`src/rtl/spi_target_port_if.sv`:
```
// spi_target_port_if: SPI pins plus CPU-side RX FIFO / TX holding register signals
interface spi_target_port_if;
  logic       spi_sclk;
  logic       spi_cs_n;
  logic       spi_mosi;
  logic       spi_miso;
  logic       spi_miso_oe;
  logic [7:0] rx_data;
  logic       rx_valid;
  logic       rx_ready;
  logic [7:0] tx_data;
  logic       tx_load;
  logic       tx_empty;
  logic       rx_overrun;
  logic       ovr_clr;
  logic       xfer_done;
  modport slave (
    input  spi_sclk, spi_cs_n, spi_mosi, rx_ready, tx_data, tx_load, ovr_clr,
    output spi_miso, spi_miso_oe, rx_data, rx_valid, tx_empty, rx_overrun, xfer_done
  );
  modport master (
    output spi_sclk, spi_cs_n, spi_mosi, rx_ready, tx_data, tx_load, ovr_clr,
    input  spi_miso, spi_miso_oe, rx_data, rx_valid, tx_empty, rx_overrun, xfer_done
  );
endinterface

```
`src/rtl/spi_target_port.sv`:
```
// spi_target_port: oversampled SPI mode-0 target with RX FIFO and one-deep TX holding register
module spi_target_port #(
  parameter int         SYNC_STAGES = 2,
  parameter int         FIFO_AW     = 2,
  parameter logic [7:0] IDLE_BYTE   = 8'hFF
) (
  input logic           clk,
  input logic           reset,
  spi_target_port_if.slave bus
);
  localparam int DEPTH = 1 << FIFO_AW;
  logic [SYNC_STAGES-1:0] sclk_q, cs_q, mosi_q;
  logic sclk_d_q, cs_d_q;
  logic sclk_s, cs_s, mosi_s;
  logic sclk_rise, sclk_fall, cs_fall, cs_rise, reload, push, pop, full, empty, push_ok;
  logic [2:0] bit_cnt_q, bit_cnt_d;
  logic [7:0] tx_shift_q, tx_shift_d, rx_shift_q, rx_shift_d, hold_q, hold_d, next_byte, rx_byte;
  logic miso_q, miso_d, oe_q, tx_empty_q, tx_empty_d, ovr_q, ovr_d, done_q;
  logic [FIFO_AW:0] wp_q, rp_q;
  logic [7:0] mem_q [DEPTH];
  assign sclk_s    = sclk_q[SYNC_STAGES-1];
  assign cs_s      = cs_q[SYNC_STAGES-1];
  assign mosi_s    = mosi_q[SYNC_STAGES-1];
  assign sclk_rise = sclk_s & ~sclk_d_q & ~cs_s;
  assign sclk_fall = ~sclk_s & sclk_d_q & ~cs_s;
  assign cs_fall   = ~cs_s & cs_d_q;
  assign cs_rise   = cs_s & ~cs_d_q;
  // A new TX byte is taken at select and at every byte boundary falling edge
  assign reload    = cs_fall | (sclk_fall & (bit_cnt_q == 3'd0));
  assign next_byte = tx_empty_q ? IDLE_BYTE : hold_q;
  assign rx_byte   = {rx_shift_q[6:0], mosi_s};
  assign push      = sclk_rise & (bit_cnt_q == 3'd7);
  assign empty     = wp_q == rp_q;
  assign full      = (wp_q[FIFO_AW] != rp_q[FIFO_AW]) && (wp_q[FIFO_AW-1:0] == rp_q[FIFO_AW-1:0]);
  assign pop       = ~empty & bus.rx_ready;
  // A full FIFO still accepts a push when a pop frees a slot in the same clk
  assign push_ok   = push & (~full | pop);
  assign tx_empty_d = bus.tx_load ? 1'b0 : (reload ? 1'b1 : tx_empty_q);
  assign hold_d     = bus.tx_load ? bus.tx_data : hold_q;
  assign ovr_d      = (push & full & ~pop) | (ovr_q & ~bus.ovr_clr);
  assign bus.spi_miso    = miso_q;
  assign bus.spi_miso_oe = oe_q;
  assign bus.rx_data     = mem_q[rp_q[FIFO_AW-1:0]];
  assign bus.rx_valid    = ~empty;
  assign bus.tx_empty    = tx_empty_q;
  assign bus.rx_overrun  = ovr_q;
  assign bus.xfer_done   = done_q;
  // Shift engine next state: deselect aborts, select/boundary reloads, rise samples, fall shifts
  always_comb begin
    bit_cnt_d  = bit_cnt_q;
    tx_shift_d = tx_shift_q;
    rx_shift_d = rx_shift_q;
    miso_d     = miso_q;
    if (cs_rise) begin
      bit_cnt_d = 3'd0;
      miso_d    = 1'b0;
    end else if (reload) begin
      bit_cnt_d  = 3'd0;
      tx_shift_d = next_byte;
      miso_d     = next_byte[7];
    end else if (sclk_rise) begin
      rx_shift_d = rx_byte;
      bit_cnt_d  = bit_cnt_q + 3'd1;
    end else if (sclk_fall) begin
      tx_shift_d = tx_shift_q << 1;
      miso_d     = tx_shift_q[6];
    end
  end
  // Input synchronisers and the extra copies used for edge detection
  always_ff @(posedge clk or posedge reset) begin
    if (reset) begin
      sclk_q   <= '0;
      cs_q     <= '1;
      mosi_q   <= '0;
      sclk_d_q <= 1'b0;
      cs_d_q   <= 1'b1;
    end else begin
      sclk_q   <= {sclk_q[SYNC_STAGES-2:0], bus.spi_sclk};
      cs_q     <= {cs_q[SYNC_STAGES-2:0], bus.spi_cs_n};
      mosi_q   <= {mosi_q[SYNC_STAGES-2:0], bus.spi_mosi};
      sclk_d_q <= sclk_s;
      cs_d_q   <= cs_s;
    end
  end
  // Shift registers, holding register, status flags
  always_ff @(posedge clk or posedge reset) begin
    if (reset) begin
      bit_cnt_q  <= 3'd0;
      tx_shift_q <= 8'h00;
      rx_shift_q <= 8'h00;
      hold_q     <= 8'h00;
      miso_q     <= 1'b0;
      oe_q       <= 1'b0;
      tx_empty_q <= 1'b1;
      ovr_q      <= 1'b0;
      done_q     <= 1'b0;
    end else begin
      bit_cnt_q  <= bit_cnt_d;
      tx_shift_q <= tx_shift_d;
      rx_shift_q <= rx_shift_d;
      hold_q     <= hold_d;
      miso_q     <= miso_d;
      oe_q       <= ~cs_s;
      tx_empty_q <= tx_empty_d;
      ovr_q      <= ovr_d;
      done_q     <= push;
    end
  end
  // RX FIFO storage and pointers
  always_ff @(posedge clk or posedge reset) begin
    if (reset) begin
      wp_q <= '0;
      rp_q <= '0;
      for (int i = 0; i < DEPTH; i++) mem_q[i] <= 8'h00;
    end else begin
      if (push_ok) mem_q[wp_q[FIFO_AW-1:0]] <= rx_byte;
      wp_q <= push_ok ? wp_q + (FIFO_AW+1)'(1) : wp_q;
      rp_q <= pop ? rp_q + (FIFO_AW+1)'(1) : rp_q;
    end
  end
endmodule

```
`src/flat_wrapper.sv`:
```
// flat-port wrapper written by rule: the top's interface ports become plain ports
module spi_target_port_flat 
#(
  parameter int         SYNC_STAGES = 2,
  parameter int         FIFO_AW     = 2,
  parameter logic [7:0] IDLE_BYTE   = 8'hFF
)
  (clk, reset, bus_spi_sclk, bus_spi_cs_n, bus_spi_mosi, bus_rx_ready, bus_tx_data, bus_tx_load, bus_ovr_clr, bus_spi_miso, bus_spi_miso_oe, bus_rx_data, bus_rx_valid, bus_tx_empty, bus_rx_overrun, bus_xfer_done);
  spi_target_port_if bus_i ();
  input logic clk;
  input logic reset;
  input wire logic [$bits(bus_i.spi_sclk)-1:0] bus_spi_sclk;
  input wire logic [$bits(bus_i.spi_cs_n)-1:0] bus_spi_cs_n;
  input wire logic [$bits(bus_i.spi_mosi)-1:0] bus_spi_mosi;
  input wire logic [$bits(bus_i.rx_ready)-1:0] bus_rx_ready;
  input wire logic [$bits(bus_i.tx_data)-1:0] bus_tx_data;
  input wire logic [$bits(bus_i.tx_load)-1:0] bus_tx_load;
  input wire logic [$bits(bus_i.ovr_clr)-1:0] bus_ovr_clr;
  output wire logic [$bits(bus_i.spi_miso)-1:0] bus_spi_miso;
  output wire logic [$bits(bus_i.spi_miso_oe)-1:0] bus_spi_miso_oe;
  output wire logic [$bits(bus_i.rx_data)-1:0] bus_rx_data;
  output wire logic [$bits(bus_i.rx_valid)-1:0] bus_rx_valid;
  output wire logic [$bits(bus_i.tx_empty)-1:0] bus_tx_empty;
  output wire logic [$bits(bus_i.rx_overrun)-1:0] bus_rx_overrun;
  output wire logic [$bits(bus_i.xfer_done)-1:0] bus_xfer_done;
  assign bus_i.spi_sclk = bus_spi_sclk;
  assign bus_i.spi_cs_n = bus_spi_cs_n;
  assign bus_i.spi_mosi = bus_spi_mosi;
  assign bus_i.rx_ready = bus_rx_ready;
  assign bus_i.tx_data = bus_tx_data;
  assign bus_i.tx_load = bus_tx_load;
  assign bus_i.ovr_clr = bus_ovr_clr;
  assign bus_spi_miso = bus_i.spi_miso;
  assign bus_spi_miso_oe = bus_i.spi_miso_oe;
  assign bus_rx_data = bus_i.rx_data;
  assign bus_rx_valid = bus_i.rx_valid;
  assign bus_tx_empty = bus_i.tx_empty;
  assign bus_rx_overrun = bus_i.rx_overrun;
  assign bus_xfer_done = bus_i.xfer_done;
  spi_target_port #(.SYNC_STAGES(SYNC_STAGES), .FIFO_AW(FIFO_AW), .IDLE_BYTE(IDLE_BYTE)) u_core (.clk(clk), .reset(reset), .bus(bus_i));
endmodule
```
`config.mk`:
```
export PLATFORM = sky130hd
export DESIGN_NAME = spi_target_port_flat
export DESIGN_NICKNAME = d
export VERILOG_FILES = /design/src/rtl/spi_target_port_if.sv /design/src/rtl/spi_target_port.sv /design/src/flat_wrapper.sv
export SDC_FILE = /design/constraint.sdc
export NUM_CORES = 1
export LEC_CHECK = 0
export CAP_MARGIN = 30
export CORE_MARGIN = 2
export CORE_UTILIZATION = 51
export DETAILED_ROUTE_END_ITERATION = 7
export GPL_ROUTABILITY_DRIVEN = 0
export MAX_ROUTING_LAYER = met4
export PLACE_DENSITY = 0.8
export SETUP_SLACK_MARGIN = 0.1
export SLEW_MARGIN = 20
export SYNTH_ARGS = -nofsm -noshare
export SYNTH_HDL_FRONTEND = slang
export SYNTH_SLANG_ARGS = --single-unit
export TNS_END_PERCENT = 5
```
`constraint.sdc`:
```
create_clock -name clk -period 2.2 [get_ports clk]
set_input_delay 0.22 -clock clk [delete_from_list [all_inputs] [get_ports clk]]
set_output_delay 0.22 -clock clk [all_outputs]
set_load 0.03 [all_outputs]
```
==> out/qor.yml <==
grt_pass1_wl_um: 10200
seq_power_share: 0.486
cp-startpoint: "u_core.rp_q[0]"
fmax_mhz: 477
hp-class: "in2async"
reg2reg_depth: 5
ys.warnings.count: 0
yosysTopAreaCell: "dfrtp_1"
ios: 30
track_usage: 0.191
pwr_density_cell_nw_per_um2: 861
area_growth_pct: 19.9
antenna_found_initial: 0
final_cell_count_no_fill: 347
synth_area_um2: 3280
timing.rr.end: "u_core.mem_q[0]"
dr.pass1.iters: 4
finalSetupViolations: 0
start_util: 0.522
endpoint_kind: "output pin"
syn-mean-instance-area_um2: 14.6
clk_path_buf_depth: 2
combPwrFrac: 0.168
postLayoutCoreUtil: 0.626
place_inst: 331
clock_sinks: 76
die_y_um: 84.1
drt_wl_total_um: 5700
syn_inst: 224
die-area_um2: 7080
grt_pass1_vias: 2099
drcViolationCount: 0
vias_per_cell: 5.55
antenna_cells: 0
drtAntennaViolNets: 0
ir_worst_vdd_uv: 483
cts_tree: "built"
fp.dieW_um: 84.1
grt_max_degree: 46
r2r_start: "u_core.bit_cnt_q[0]"
fillers: 472
tightest_slew_ns: 0.658
synth_top_area_frac: 0.550
status: "completed"
drt_iter0_drc: 67
required_ns: 1.98
yosys-top-cells-area: "dfrtp_1 55%, mux2_2 17%, mux4_2 4.8%"
p_int_mw: 2.46
path_clk_slew_ns: 0.08
rsz0062_at_grt: "yes"
power_frac_clock: 0.347
syn-num-nets: 248
tns_ns: 0
p_leak_nw: 1.85
layout_common_cells: "72 x dfrtp_1, 50 x mux2_2, 20 x clkdlybuf4s50_1"
crit_type: "reg2out"
crit_arrival_ns: 1.88
ys_types: 38
coreArea_um2: 6280
sw_frac_of_total: 0.274
maxSlewViolCount: 0
vias: 1927
seq_area_frac_synth: 0.582
cp_max_fo: 4
ys_seq_elements: 76
drive_gt1_frac: 0.370
cts_root_buf: "clkbuf_8"
fin_nets: 289
cp-start-kind: "flop"
numPortBuffers: 29
postCtsSetupBuffers: 0
hold_viol_final: 0
place.detailed.hpwl_um: 3940
reg2reg_slack_ns: 0.28
finalCriticalPeriod_ns: 2.10
relSlewSlack: 0.561
rows: 29
layout.cells.most_common: "dfrtp_1"
wl_per_cell_um: 16.4
clock_latency_ns: 0.35
ctsHoldBuffers: 0
grt-ovfl-total: 0
drv_cap: 0
worst_clock_skew_ns: 0.00727
switching_power_uw: 926
htreeDepth: 3
finalCritPeriodShare: 0.953
numCtsBuffers: 9
metrics by stage:
stage                     power, mW  area, um2  hold slack, ns  setup WS [ns]
after floorplan                2.06       3280           0.224          0.525
after global placement         2.21       3690           0.333          0.237
after detailed placement       2.23       3690           0.348          0.206
after CTS                      3.40       3910           0.186          0.119
after global routing           3.55       3930           0.214         0.0311
final                          3.38       3930           0.187          0.104
flip-flops by register name (all words and copies together) (netlist names), 2 cells and up:
name,cells
u_core.bit_cnt_q,3
u_core.cs_q,2
u_core.hold_q,8
u_core.mem_q,32
u_core.mosi_q,2
u_core.rp_q,3
u_core.rx_shift_q,7
u_core.sclk_q,2
u_core.tx_shift_q,7
u_core.wp_q,3
synth_stat cells:
master,count
a21oi_1,1
a22o_1,2
a2bb2oi_1,1
a31oi_1,1
and2_1,1
and2b_2,1
buf_1,1
buf_2,1
buf_6,2
clkbuf_1,1
clkbuf_2,1
dfrtp_1,72
dfstp_2,4
ha_1,8
inv_1,10
mux2_2,50
mux4_1,1
mux4_2,7
nand2_1,11
nand2b_4,1
nand3_2,4
nand4_1,1
nand4b_2,1
nand4bb_1,1
nor2_1,8
nor3_1,7
nor3_2,1
nor3b_4,1
o211ai_1,1
o21ai_0,3
o21ai_1,1
o21ba_2,1
o22ai_1,2
o311ai_0,1
o31ai_1,7
or2_2,1
xnor2_1,5
xor2_1,1
layout make-up:
cell class,instances,area (um2),area share
timing repair buffer,36,353,0.0898
clock buffer,9,124,0.0315
clock inverter,7,100,0.0255
sequential,76,1910,0.486
tap,77,96.3,0.0245
multi-input combinational,132,1310,0.333
inverter,10,41.3,0.0105
critical path, cell delays in order (launching register included):
cell and delay, ns:
dfrtp_1 0.49, buf_4 0.19, mux4_2 0.49, dlygate4sd2_1 0.37
worst max-delay path by stage:
stage | endpoint | slack, ns | cells past startpoint
floorplan | u_core.mem_q[0] | 0.52 | 5
global placement | bus_rx_data[5] | 0.24 | 3
detailed placement | bus_rx_data[5] | 0.21 | 3
CTS | bus_rx_data[6] | 0.12 | 3
global route | bus_rx_data[0] | 0.03 | 3
finish | bus_rx_data[7] | 0.10 | 3
repair_timing:
item                       4_1_cts  5_1_grt
gates cloned                     0        0
resized for setup               14        2
setup endpoints to repair        9        6
logic make-up after synthesis:
family	Yosys count	synth area share
AND/OR/NAND/NOR	39	0.0741
multiplexers	58	0.228
buffers and inverters	16	0.0237
AO/OA/AOI/OAI	21	0.0455
XOR/XNOR	6	0.0160
flip-flops	76	0.582
adder cells (fa/ha/maj)	8	0.0306
power groups by stage:
stage	Clock, mW	Combinational [mW]	Sequential, mW
2_1_floorplan	0	0.429	1.63
3_3_place_gp	0	0.550	1.65
3_5_place_dp	0	0.563	1.66
4_1_cts	1.19	0.567	1.64
5_1_grt	1.25	0.636	1.66
6_report	1.17	0.566	1.64
layer usage:
metal,up-vias,part of all wire,GRT usage
met5,-,0,-
met2,28,0.50,0.304
met3,10,0.019,0.0324
met1,1003,0.46,0.238
li1,886,-,-
met4,0,0.021,0.0924
Note: power is estimated with default switching activity, not from simulation.
==> RTL change 1 (config.mk and constraints unchanged) <==
`FIFO_AW` is set to 2 in 2 places; all go to 3.
--- a/src/rtl/spi_target_port.sv
+++ b/src/rtl/spi_target_port.sv
@@ -2,5 +2,5 @@
 module spi_target_port #(
   parameter int         SYNC_STAGES = 2,
-  parameter int         FIFO_AW     = 2,
+  parameter int         FIFO_AW     = 3,
   parameter logic [7:0] IDLE_BYTE   = 8'hFF
 ) (
--- a/src/flat_wrapper.sv
+++ b/src/flat_wrapper.sv
@@ -3,5 +3,5 @@
 #(
   parameter int         SYNC_STAGES = 2,
-  parameter int         FIFO_AW     = 2,
+  parameter int         FIFO_AW     = 3,
   parameter logic [7:0] IDLE_BYTE   = 8'hFF
 )
Behaviour: same outputs for any inputs over 10 cycles, from zero or initial values and one cycle with reset high; that may be too few to reach the edited logic, so the function may still have changed.
==> RTL change 1 against the unedited design <==
- the flow now finishes with violations (setup timing)
- worst setup slack lost 0.11 ns
- worst hold slack gained 0.042 ns
- first-iteration DRC count grew 130%
- critical path depth grew 2
- count of clock-buffer cells in the layout is the same
- total power grew 40%
- routed wire length grew 94%
- sequential cell count grew 34
- area after synthesis grew 52%
- cell area grew 54%
- critical endpoint is now bus_rx_data[1]
==> RTL change 1: results (changes against the unedited design) <==
| Metric | Value |
|---|---|
| PD cells | 782 nW/um^2 (-9.2%) |
| Synth top cells by count | 106 x dfrtp_1, 56 x o2bb2ai_1, 28 x nand2_1 |
| Flop pwr share | 48.7% (about the same) |
| Fillers | 728 (+54%) |
| Status | finished with violations |
| Hold WC Path Type | primary input to flip-flop |
| Count of final setup violators | 2 (+2) |
| Share of layout cells above drive strength 1 | 31.1% (-5.9 points) |
| Max IR drop VDD | 0.420 mV (-13%) |
| Net count, final | 437 (+51%) |
| Total number of vias | 3364 (+75%) |
| Setup Skew | 0.0138 ns (+0.00651 ns) |
| Syn avg cell area | 13.5 um^2 (-7.3%) |
| Iteration-0 DRC Markers | 156 (+130%) |
| Post_cts resized | 77 (+63) |
| Area post-placement | 5570 um^2 (+51%) |
| Clk network pwr share | 24.8% (-9.9 points) |
| Library cells used by synthesis | 46 (+21%) |
| Place WS | -0.0478 ns (-0.254 ns) |
| # Post-CTS Setup Buffers | 7 (+7) |
| Final worst setup slack | -0.00607 ns (-0.110 ns) |
| Switching Share | 32.6% (+5.2 points) |
| Arr. time, crit path | 1.99 ns (+0.11 ns) |
| Vias in the first global route | 3454 (+65%) |
| Net Count, Synth | 389 (+57%) |
| Clk slew on worst S/H paths | 0.11 ns (+0.03 ns) |
| Leak | 0.00253 uW (+37%) |
| Crit Path Max Fanout | 8 (+4) |
| Synth top area cells | dfrtp_1 53%, o2bb2ai_1 9.8%, mux4_2 6.3%, mux2_2 5.4%, o2111ai_4 3.2% |
| Slew @ Worst Pin | 0.840 ns (+0.182 ns) |
| Cell Count, Final, Fillers Out | 554 (+60%) |
| Biggest regs | u_core.mem_q x64, u_core.hold_q x8 |
| Worst-Skew Late Latency | 0.39 ns (+0.04 ns) |
| Detailed Place HPWL | 7.05 mm (+79%) |
| Detailed Route WL | 11.1 mm (+94%) |
| Failing checks | setup timing |
| Fin Setup TNS | -0.0102 ns (-0.0102 ns) |
| GRT Total Usage | 23.3% (+4.2 points) |
-- RTL change 1: cell type report --
cell class | instances | area (um^2) | share of cell area (%)
tap | 133 | 166 | 2.74
clock buffer | 9 | 124 | 2.04
inverter | 8 | 33.8 | 0.557
clock inverter | 7 | 68.8 | 1.13
sequential | 110 | 2760 | 45.5
timing repair buffer | 61 | 707 | 11.7
multi-input combinational | 226 | 2210 | 36.4
-- RTL change 1: per-layer routing --
metal | global-route usage (%) | vias up | share of wire [%]
met5 | - | - | 0
met4 | 7.69 | 0 | 1.8
met3 | 4.81 | 17 | 7.4
met2 | 37.2 | 136 | 50
met1 | 30.1 | 1720 | 40
li1 | - | 1491 | -
-- RTL change 1: logic make-up (layout without fill, tap and decap cells) --
| logic type | count (synthesis) | count (layout) | synth area share (%) |
|---|---|---|---|
| xor+xnor | 10 | 10 | 1.76 |
| fa+ha+maj | 5 | 5 | 1.25 |
| compound gates | 98 | 98 | 18.4 |
| mux | 42 | 42 | 13.3 |
| buf+inv | 32 | 85 | 3.26 |
| flops | 110 | 110 | 55.3 |
| simple gates | 71 | 71 | 6.67 |
-- RTL change 1: path summary, 6_finish.rpt --
kind                       depth (start not counted)      startpoint          endpoint  slack (ns)
min                                                1    bus_spi_cs_n    u_core.cs_q[0]        0.23
max in group asynchronous                          3           reset     u_core.cs_d_q        1.43
max reg2reg                                        7  u_core.rp_q[0]  u_core.mem_q[51]        0.04
min reg2reg                                        0  u_core.cs_q[0]    u_core.cs_q[1]        0.36
max                                                5  u_core.rp_q[0]    bus_rx_data[1]      -0.006
min in group asynchronous                          3           reset    u_core.rp_q[1]        0.31
-- RTL change 1: critical path: stages, from the launching register on --
cell,delay (ns)
dfrtp_2,0.42
buf_12,0.12
buf_16,0.13
mux4_2,0.51
mux2_4,0.28
buf_6,0.14
==> RTL change 2 (same settings) <==
Without the edit above. Reset style: synchronous (`reset`), changed in 3 clocked blocks.
--- a/src/rtl/spi_target_port.sv
+++ b/src/rtl/spi_target_port.sv
@@ -68,5 +68,5 @@
   end
   // Input synchronisers and the extra copies used for edge detection
-  always_ff @(posedge clk or posedge reset) begin
+  always_ff @(posedge clk) begin
     if (reset) begin
       sclk_q   <= '0;
@@ -84,5 +84,5 @@
   end
   // Shift registers, holding register, status flags
-  always_ff @(posedge clk or posedge reset) begin
+  always_ff @(posedge clk) begin
     if (reset) begin
       bit_cnt_q  <= 3'd0;
@@ -108,5 +108,5 @@
   end
   // RX FIFO storage and pointers
-  always_ff @(posedge clk or posedge reset) begin
+  always_ff @(posedge clk) begin
     if (reset) begin
       wp_q <= '0;
Behaviour: differs if reset is asserted again (counterexample within 4 cycles, from zero or initial values and one cycle with reset high); with reset held inactive, the same outputs for 10 cycles.
==> RTL change 2 against the unedited design <==
- cell area hardly changed
- global-route usage decreased by 0.83 points
- sequential cell count rose by 2
- worst setup slack improved by 0.077 ns
- critical path type is now flip-flop to flip-flop
- area after synthesis is 1.0% higher
- routed wire length is essentially flat
- cell count rose by 10%
Power is not compared: it rests on default switching activity, and its combinational part moved more than twofold at a synthesized area within 25%.
==> RTL change 2: results (changes against the unedited design) <==
| Metric | Value |
|---|---|
| Vias in the first global route | 2059 (-1.9%) |
| First-pass GRT wire length | 9.58 mm (-5.7%) |
| Hold WC Path Type | flip-flop to flip-flop |
| Hold Slack | 0.419 ns (+0.233 ns) |
| Worst-Skew Late Latency | 0.35 ns (about the same) |
| Met3 usage | 4.33% (+1.1 points) |
| Top FF cell, synth | dfxtp_1 |
| Setup Skew | 0.00957 ns (+0.00230 ns) |
| Dpl cells | 367 (+11%) |
| Met1 Track Usage GR | 22.0% (-1.8 points) |
| Area post-placement | 3740 um^2 (+1.4%) |
| Seq/Total Area, Yosys | 56.9% (-1.4 points) |
| Initial antenna violation count | 0 (unchanged) |
| Num CTS Buffers | 9 (unchanged) |
| DR top layer | met4 |
| Pwr Total | 2740 uW |
| Detailed Route WL | 5.71 mm (about the same) |
| Max IR drop VDD | 0.512 mV |
| Status | complete, no violations |
| Metal3 WL | 180 um (+62%) |
| Reg2Reg Depth | 6 (+1) |
| Post_cts resized | 9 (-5) |
| Net Count, Synth | 280 (+13%) |
| Port Buffers | 29 (unchanged) |
| P_comb | 149 uW |
| Post-synth EDFFs | 32 (+32) |
| Adder-cell share of the synthesized area | 1.89% (-1.2 points) |
| # diodes | 0 (unchanged) |
| # Post-CTS Setup Buffers | 0 (unchanged) |
| Synth top area cells | edfxtp_1 29%, dfxtp_1 28%, mux2i_1 6.7%, mux4_2 5.4%, and2_1 4.9% |
| Total number of vias | 1997 (+3.6%) |
| GRT Total Usage | 18.2% (-0.83 points) |
| Share of layout cells above drive strength 1 | 21.2% (-16 points) |
| Detailed Place HPWL | 4.13 mm (+4.9%) |
| Post-Synth XOR/XNOR Area | 2.31% (+0.70 points) |
| Crit Path Max Fanout | 11 (+7) |
| NetSw | 599 uW |
| First drt pass iteration count | 4 (unchanged) |
| Final period util | 91.8% (-3.5 points) |
| Net count, final | 322 (+11%) |
| Largest net degree at the start of global routing | 38 (-17%) |
| Worst R2R Setup Slack | 0.18 ns (-0.10 ns) |
| Mapped Cells | 259 (+16%) |
| Met2 wire length | 2.76 mm (-3.4%) |
| Library cells used by synthesis | 43 (+13%) |
| Asr flop ratio synth | 0% (-100 points) |
| Grt met2 use | 27.7% (-2.7 points) |
| Root buf cell | clkbuf_8 |
| Max-slew headroom | 66.4% (+10 points) |
| Crit path from | u_core.bit_cnt_q[0] |
| Crit path to | u_core.mem_q[3][5] |
| Synth top cells by count | 46 x dfxtp_1, 32 x edfxtp_1, 28 x nor2_1 |
| Fillers | 487 (+3.2%) |
| Place WS | -0.0232 ns (-0.229 ns) |
| Mux share of post-synthesis cell area | 12.8% (-10 points) |
| Metal1 wirelength | 2.62 mm (+0.31%) |
| Routed wire per std cell | 14.9 um (-9.3%) |
| Iteration-0 DRC Markers | 81 (+21%) |
| Arr. time, crit path | 2.01 ns (+0.13 ns) |
| Compound-cell area share of the yosys netlist | 5.63% (+1.1 points) |
==> RTL change 2: cell types whose count changed in the layout (fill, tap and decap cells not counted), sizes merged, moves of 7 or more <==
| cell | unedited run | this run |
|---|---|---|
| nand2 | 11 | 1 |
| mux2i | 0 | 22 |
| mux2 | 50 | 2 |
| nor2 | 8 | 30 |
| dfrtp | 72 | 0 |
| and2 | 1 | 34 |
| or3 | 0 | 7 |
| edfxtp | 0 | 32 |
| dfxtp | 0 | 46 |
==> RTL change 2: cell type report <==
type | count | area [um^2] | area share [%]
clock buffer | 9 | 124 | 3.16
clock inverter | 7 | 65.1 | 1.66
inverter | 7 | 26.3 | 0.670
multi-input combinational | 164 | 1360 | 34.7
sequential | 78 | 1880 | 48.0
tap | 77 | 96.3 | 2.46
timing repair buffer | 41 | 369 | 9.41
==> RTL change 2: worst max-delay path: stages, from the launching register on <==
cell	delay, ns
dfxtp_1	0.34
ha_1	0.20
ha_1	0.19
nand3_1	0.24
buf_4	0.19
nor2_2	0.08
a21oi_2	0.43
